==> config.mk <==
export PLATFORM = sky130hd
export DESIGN_NAME = picture_pointer_array
export DESIGN_NICKNAME = d
export VERILOG_FILES = /design/src/rtl/picture_pointer_array.sv
export SDC_FILE = /design/constraint.sdc
export NUM_CORES = 1
export LEC_CHECK = 0
export ABC_AREA = 1
export CAP_MARGIN = 20
export CELL_PAD_IN_SITES_DETAIL_PLACEMENT = 2
export CELL_PAD_IN_SITES_GLOBAL_PLACEMENT = 2
export CORE_ASPECT_RATIO = 0.6
export CORE_UTILIZATION = 34
export CTS_CLUSTER_DIAMETER = 80
export DETAILED_ROUTE_END_ITERATION = 7
export PLACE_DENSITY = 0.94
export RECOVER_POWER = 25
export REMOVE_ABC_BUFFERS = 1
export SLEW_MARGIN = 0
export SYNTH_ARGS = -nofsm -noshare
export SYNTH_HDL_FRONTEND = slang
export SYNTH_SLANG_ARGS = --single-unit
==> constraint.sdc <==
create_clock -name clk -period 24 [get_ports clk]
set_input_delay 4.8 -clock clk [delete_from_list [all_inputs] [get_ports clk]]
set_output_delay 4.8 -clock clk [all_outputs]
set_load 0.1 [all_outputs]
==> src/rtl/picture_pointer_array.sv <==
// picture_pointer_array: address generator for the convolution datapath.
// Holds N_UNITS parallel picture pointers. Together they walk a dilated K x K
// kernel window over a row-major image. Unit i addresses the output pixel that
// is offset horizontally by i from unit 0. Each step advances all units by one
// kernel tap, in row-major tap order.
module picture_pointer_array #(
    parameter int N_UNITS = 4
) (
    input  logic               clk,
    input  logic               rst,
    input  logic               step,
    input  logic [31:0]        start_addr,
    input  logic [7:0]         kernel_size,
    input  logic [7:0]         dilation,
    input  logic [15:0]        width,
    input  logic [N_UNITS-1:0] active_units,
    output logic [31:0]        addr_out [N_UNITS-1:0]
);

    // Tap position inside the window: column c and row r.
    logic [7:0]  c_q, c_d;
    logic [7:0]  r_q, r_d;

    // Index of the last tap along one axis. K = 0 and K = 1 both collapse to a
    // single tap, so the counters never leave zero.
    logic [7:0]  k_last;

    // Address offsets, each formed at full product width.
    logic [15:0] row_taps;   // r * D
    logic [31:0] row_off;    // r * D * W
    logic [15:0] col_off;    // c * D

    assign k_last = (kernel_size == 8'd0) ? 8'd0 : kernel_size - 8'd1;

    // Next tap position. The >= compares make a mid-walk shrink of the kernel
    // wrap cleanly on the next step instead of running past the new edge.
    always_comb begin
        // NOTE: default every output first so that no path holds a stale value,
        // which would infer a latch.
        c_d = c_q;
        r_d = r_q;
        if (step) begin
            if (c_q >= k_last) begin
                c_d = 8'd0;
                if (r_q >= k_last) begin
                    r_d = 8'd0;
                end else begin
                    r_d = r_q + 8'd1;
                end
            end else begin
                c_d = c_q + 8'd1;
            end
        end
    end

    // Tap counters. Reset wins over step.
    always_ff @(posedge clk) begin
        // NOTE: this reset is synchronous. rst is sampled only on the clock edge.
        // Every state register here uses non-blocking assignments, so all of
        // them update together at the edge.
        if (rst) begin
            c_q <= 8'd0;
            r_q <= 8'd0;
        end else begin
            c_q <= c_d;
            r_q <= r_d;
        end
    end

    // Shared offsets. All units sit on the same tap, so they share these offsets.
    always_comb begin
        row_taps = r_q * dilation;
        row_off  = row_taps * width;
        col_off  = c_q * dilation;
    end

    // Per-unit address, computed from the live config. The sum wraps modulo 2^32.
    // Units that are not enabled output zero.
    always_comb begin
        for (int i = 0; i < N_UNITS; i++) begin
            addr_out[i] = '0;
            if (active_units[i]) begin
                addr_out[i] = start_addr + 32'(i) + row_off + {16'd0, col_off};
            end
        end
    end

endmodule

* Word-level counts from Yosys, hierarchy flattened
Index checks and enable logic that the tools add are counted.
Word-level totals: bits in writable memories 0, output and inout port bits 128, input port bits 71, bits in read-only memories 0, logic and storage cells 30, bits in latches 0, register bits 16, memories 0
Cells by class: bitwise logic cells 0, mux-type cells 7, shifts and indexed selects 0, order comparisons 2, div/mod/pow operators 0, eq/ne operators 0, reduce and logical (&&, ||, !) cells 2, $mul 3, $add $sub $neg 14
Operator list (count):
- 32-bit by 16-bit adder with 32-bit output | 4
- 32-bit adder | 4
- 32-bit 2-to-1 mux | 4
- 32-bit by 2-bit adder with 32-bit output, second input constant | 2
- 32-bit by 1-bit adder with 32-bit output, second input constant | 1
- 16-bit by 16-bit multiplier with 32-bit output | 1
- 8-bit by 8-bit multiplier with 16-bit output | 2
- 8-bit 2-to-1 mux | 3
- 8-bit by 1-bit adder with 8-bit output, second input constant | 2
- 8-bit >= comparator | 2
- 8-bit zero test | 1
- 8-bit by 1-bit subtractor with 8-bit output, second input constant | 1
- 2-bit AND reduction | 1

* Logic depth before layout (Yosys ltp)
Gate-level depths: netlist of run 1.
depth after elaboration 5, mapped depth 59, gate-level depth less buffers 57

* Worst setup path before layout of run 1
OpenSTA, ideal clock, no wires.
kind input to output, start input port dilation[2], end output port addr_out[117] (netlist name), path buffers 3, arrival 16.212 ns, required time 19.200 ns, stages on the path 50, slack 2.988 ns, cell sequence clkbuf_1 clkbuf_1 nand2_1 fa_1 fa_1 inv_1 fa_1 inv_1 fa_1 inv_1 ha_1 nand2_1 nor2_1 nand3_1 nand3_1 nand2_1 nand2_1 a21oi_1 [14 not listed] ha_1 nand2_1 nor2_1 inv_1 nor3_1 nand4_1 nand3_1 xor2_1 ha_1 ha_1 ha_1 inv_1 nor2_1 nand2_1 nor3_1 a21o_1 o21ai_0 a21oi_1
RTL lines:
- start: declaration | RTL line 14 | input logic [7:0] dilation,
- end: declaration | RTL line 17 | output logic [31:0] addr_out [N_UNITS-1:0]

==> results of run 1 <==
logic make-up (layout without fill, tap and decap cells):
family / Yosys count / in the layout / share of synthesized area [%]
AOI/OAI and AO/OA: 459 / 459 / 11.7
DFF: 16 / 16 / 1.52
xor gates and xnor gates: 67 / 67 / 2.85
and+or+nand+nor: 1186 / 1186 / 23.3
adders and majority gates: 578 / 578 / 45.1
buffers and inverters: 868 / 996 / 15.5
per-stage QoR:
stage | std cells | utilization [%] | hold WS (ns)
final | 4130 | 39.0 | 0.722
after global routing | 4130 | 39.0 | 0.757
after CTS | 4130 | 38.9 | 0.719
after detailed placement | 4127 | 38.8 | 0.707
after global placement | 4127 | 38.8 | 0.668
after floorplan | 3091 | - | 0.565
final timing paths:
check,startpoint,end,cells past startpoint
worst max-delay path,dilation[2],addr_out[23],49
worst min register to register,r_q[7],r_q[7],2
worst max register to register,c_q[0],r_q[3],10
worst min-delay path,r_q[7],r_q[7],2
flip-flops by register name, summed over array words and instances (netlist names):
register	cells
r_q	8
c_q	8
cell type report:
| class | instances | area, sq um | share of cell area [%] |
|---|---|---|---|
| timing repair buffer | 208 | 1930 | 8.10 |
| multi-input combinational | 2290 | 17500 | 73.5 |
| tap | 828 | 1040 | 4.35 |
| sequential | 16 | 320 | 1.35 |
| clock buffer | 3 | 75.1 | 0.315 |
| inverter | 785 | 2950 | 12.4 |
worst reg2reg max path, cell delays in order (launching register included):
cell       delay (ns)
dfxtp_1          0.62
inv_1            0.17
ha_1             0.23
inv_1            0.06
a21oi_1          0.07
o21ai_0          0.26
nand2_1          0.09
o2111ai_1        0.17
nand2_1          0.30
o21ai_0          0.57
nor2_1           0.11
cell usage after synthesis (all sizes together):
cell type | n | area (sq um)
nor3 | 29 | 193
a21oi | 228 | 1150
o21ai | 188 | 975
nand2b | 1 | 6.26
o21a | 5 | 37.5
nand3b | 7 | 52.6
nor4 | 2 | 18.8
ha | 272 | 3400
a31oi | 2 | 12.5
xor2 | 43 | 384
o211ai | 4 | 35.0
nor2 | 293 | 1140
nor3b | 3 | 27.5
fa | 306 | 6130
nand2 | 714 | 2740
a21o | 10 | 75.1
and3b | 1 | 8.76
clkbuf | 73 | 274
inv | 778 | 2920
nand4 | 15 | 93.8
o31ai | 1 | 7.51
nand3 | 104 | 526
xnor2 | 24 | 218
o21bai | 14 | 113
clkinv | 7 | 26.3
dfxtp | 16 | 320
buf | 10 | 58.8
or2 | 15 | 93.8
and2 | 2 | 15.0
a21boi | 4 | 30.0
o2111ai | 3 | 32.5
what timing repair did:
| item | in CTS | in global routing |
|---|---|---|
| resized for setup | 0 | 7 |
| endpoints found under the setup margin | 0 | 9 |
| setup buffers | 0 | 0 |
power by group:
part / internal (W) / total [W] / leakage, nW / switching, W
logic: 0.0000931 / 0.000433 / 13.4 / 0.000339
clock network: 0.0000219 / 0.0000334 / 0.0370 / 0.0000114
registers: 0.0000269 / 0.0000282 / 0.129 / 0.00000132
total: 0.000142 / 0.000494 / 13.6 / 0.000352
metal layers:
| metal | track usage, % | vias up | routed length (um) |
|---|---|---|---|
| met5 | 0 | - | 39 |
| met4 | 16.1 | 6 | 5760 |
| met3 | 6.89 | 361 | 9060 |
| met2 | 56.6 | 1099 | 50200 |
| met1 | 44.5 | 11700 | 45300 |
| li1 | - | 9865 | - |
==> results.md, run 1 <==
- Layout net count: 3953
- Vias: 23100
- DR iter-0 viols: 2013
- Status: finished, final reports clean
- RSZ-0062 raised after global routing: no
- Period utilization: 97.9%
- Final non-filler cell area: 23800 sq um
- Slowest CP cell: clkdlybuf4s50_1
- Final hold violation count: 0
- Fin Clk Skew: 0.00247 ns
- Setup TNS: 0 ns
- Initial antenna violation count: 4
- Post-Syn Area: 21100 sq um
- Kind of cell adding the most delay to the critical path: adder cells
- CTS root buffer: clkbuf_16
- Largest stage delay, worst path: 1.16 ns
- Register area share after synthesis: 1.52%
- Setup violators final: 0
- Largest net degree at the start of global routing: 32
- Worst slew margin: 23.2%
- Antenna Cells: 0
- Total power: 0.000494 W
- P_leak: 13.6 nW
- Warning count from the yosys run: 0
- Worst R2R Setup Slack: 21.22 ns
- Commonest cells after routing, fill and taps aside: inv_1 (753), nand2_1 (694), fa_1 (306), nor2_1 (277), ha_1 (272)
- Total DRC errors in the routed layout: 0
- Core area: 61100 sq um
- #FFs+latches synth: 16
- DP Area: 23700 sq um
- Final-report max-slew violation count: 0
- Routed len/inst: 26.7 um
- Worst setup EP type: output port
- Worst Path Required: 19.20 ns
- WP buf/inv: 10
- PD cells: 20.8 nW/um^2
- GRT Overall Usage: 34.8%
- Fillcell total: 7549
- Share of layout cells above drive strength 1: 5.18%
- Post-DP HPWL: 96000 um
- Final wirelength: 110000 um
- FMAX: 42.5 MHz
- Post-CTS Hold Fix Bufs: 0
- Port bufs: 198
- Clk buf depth: 2
- Syn Inst Count: 3174
- Max-cap violations: 0
- Vias/cell: 5.59
- Number of nets with antenna violations after routing: 0
- H-tree levels: 1
- Critical path class: input port to output port
- Die width: 324 um
- Site Rows: 70
- Commonest non-fill, non-tap cell in the layout: inv_1
- CTS tree: done
- Area delta synth->final: 12.8%
- Mean Syn Cell Area: 6.65 sq um
- Worst-skew pair later-pin latency: 0.25 ns
- DIE AREA: 63100 sq um
- Crit-path max FO: 16
- Clock Sinks: 16
- Critical path's most frequent cell: fa_1
- Ports: 199
- Placer congestion estimate: 0.992
- Worst Hold Class: flop to flop
- Initial Util: 34.5%
- First-pass GRT wire length: 164000 um
- Pre-CTS setup slack: 0.0855 ns
- Total grt overflow: 0
- Clock-pin slew of the registers on the worst-case setup and hold paths: 0.05 ns
- Worst VDD drop: 30.7 uV
- Vias in the first global route: 26000
- Crit path DAT: 18.70 ns
- CP Launch Type: input port
- First drt pass iteration count: 5
- Die height: 195 um
- Cts bufs inserted: 3
- Slew @ Worst Pin: 1.15 ns
- Synth cell types: 53
- Min Tclk post-route: 23.50 ns
- Final worst slack: 0.497 ns
Power figures use the tool's default switching activity.
==> inputs of run 2 (changes only) <==
--- a/config.mk
+++ b/config.mk
@@ -12,6 +12,7 @@
 export CORE_ASPECT_RATIO = 0.6
 export CORE_UTILIZATION = 34
 export CTS_CLUSTER_DIAMETER = 80
+export CTS_CLUSTER_SIZE = 8
 export DETAILED_ROUTE_END_ITERATION = 7
 export PLACE_DENSITY = 0.94
 export RECOVER_POWER = 25
==> results of run 2 <==
Same layout as run 1: the final DEF is identical, and so are final timing and power.
==> inputs of run 3 (changes only) <==
--- a/config.mk
+++ b/config.mk
@@ -11,7 +11,7 @@
 export CELL_PAD_IN_SITES_GLOBAL_PLACEMENT = 2
 export CORE_ASPECT_RATIO = 0.6
 export CORE_UTILIZATION = 34
-export CTS_CLUSTER_DIAMETER = 80
+export CTS_CLUSTER_DIAMETER = 30
 export CTS_CLUSTER_SIZE = 8
 export DETAILED_ROUTE_END_ITERATION = 7
 export PLACE_DENSITY = 0.94
==> results of run 3 <==
Same layout as run 1: the final DEF is identical, and so are final timing and power.
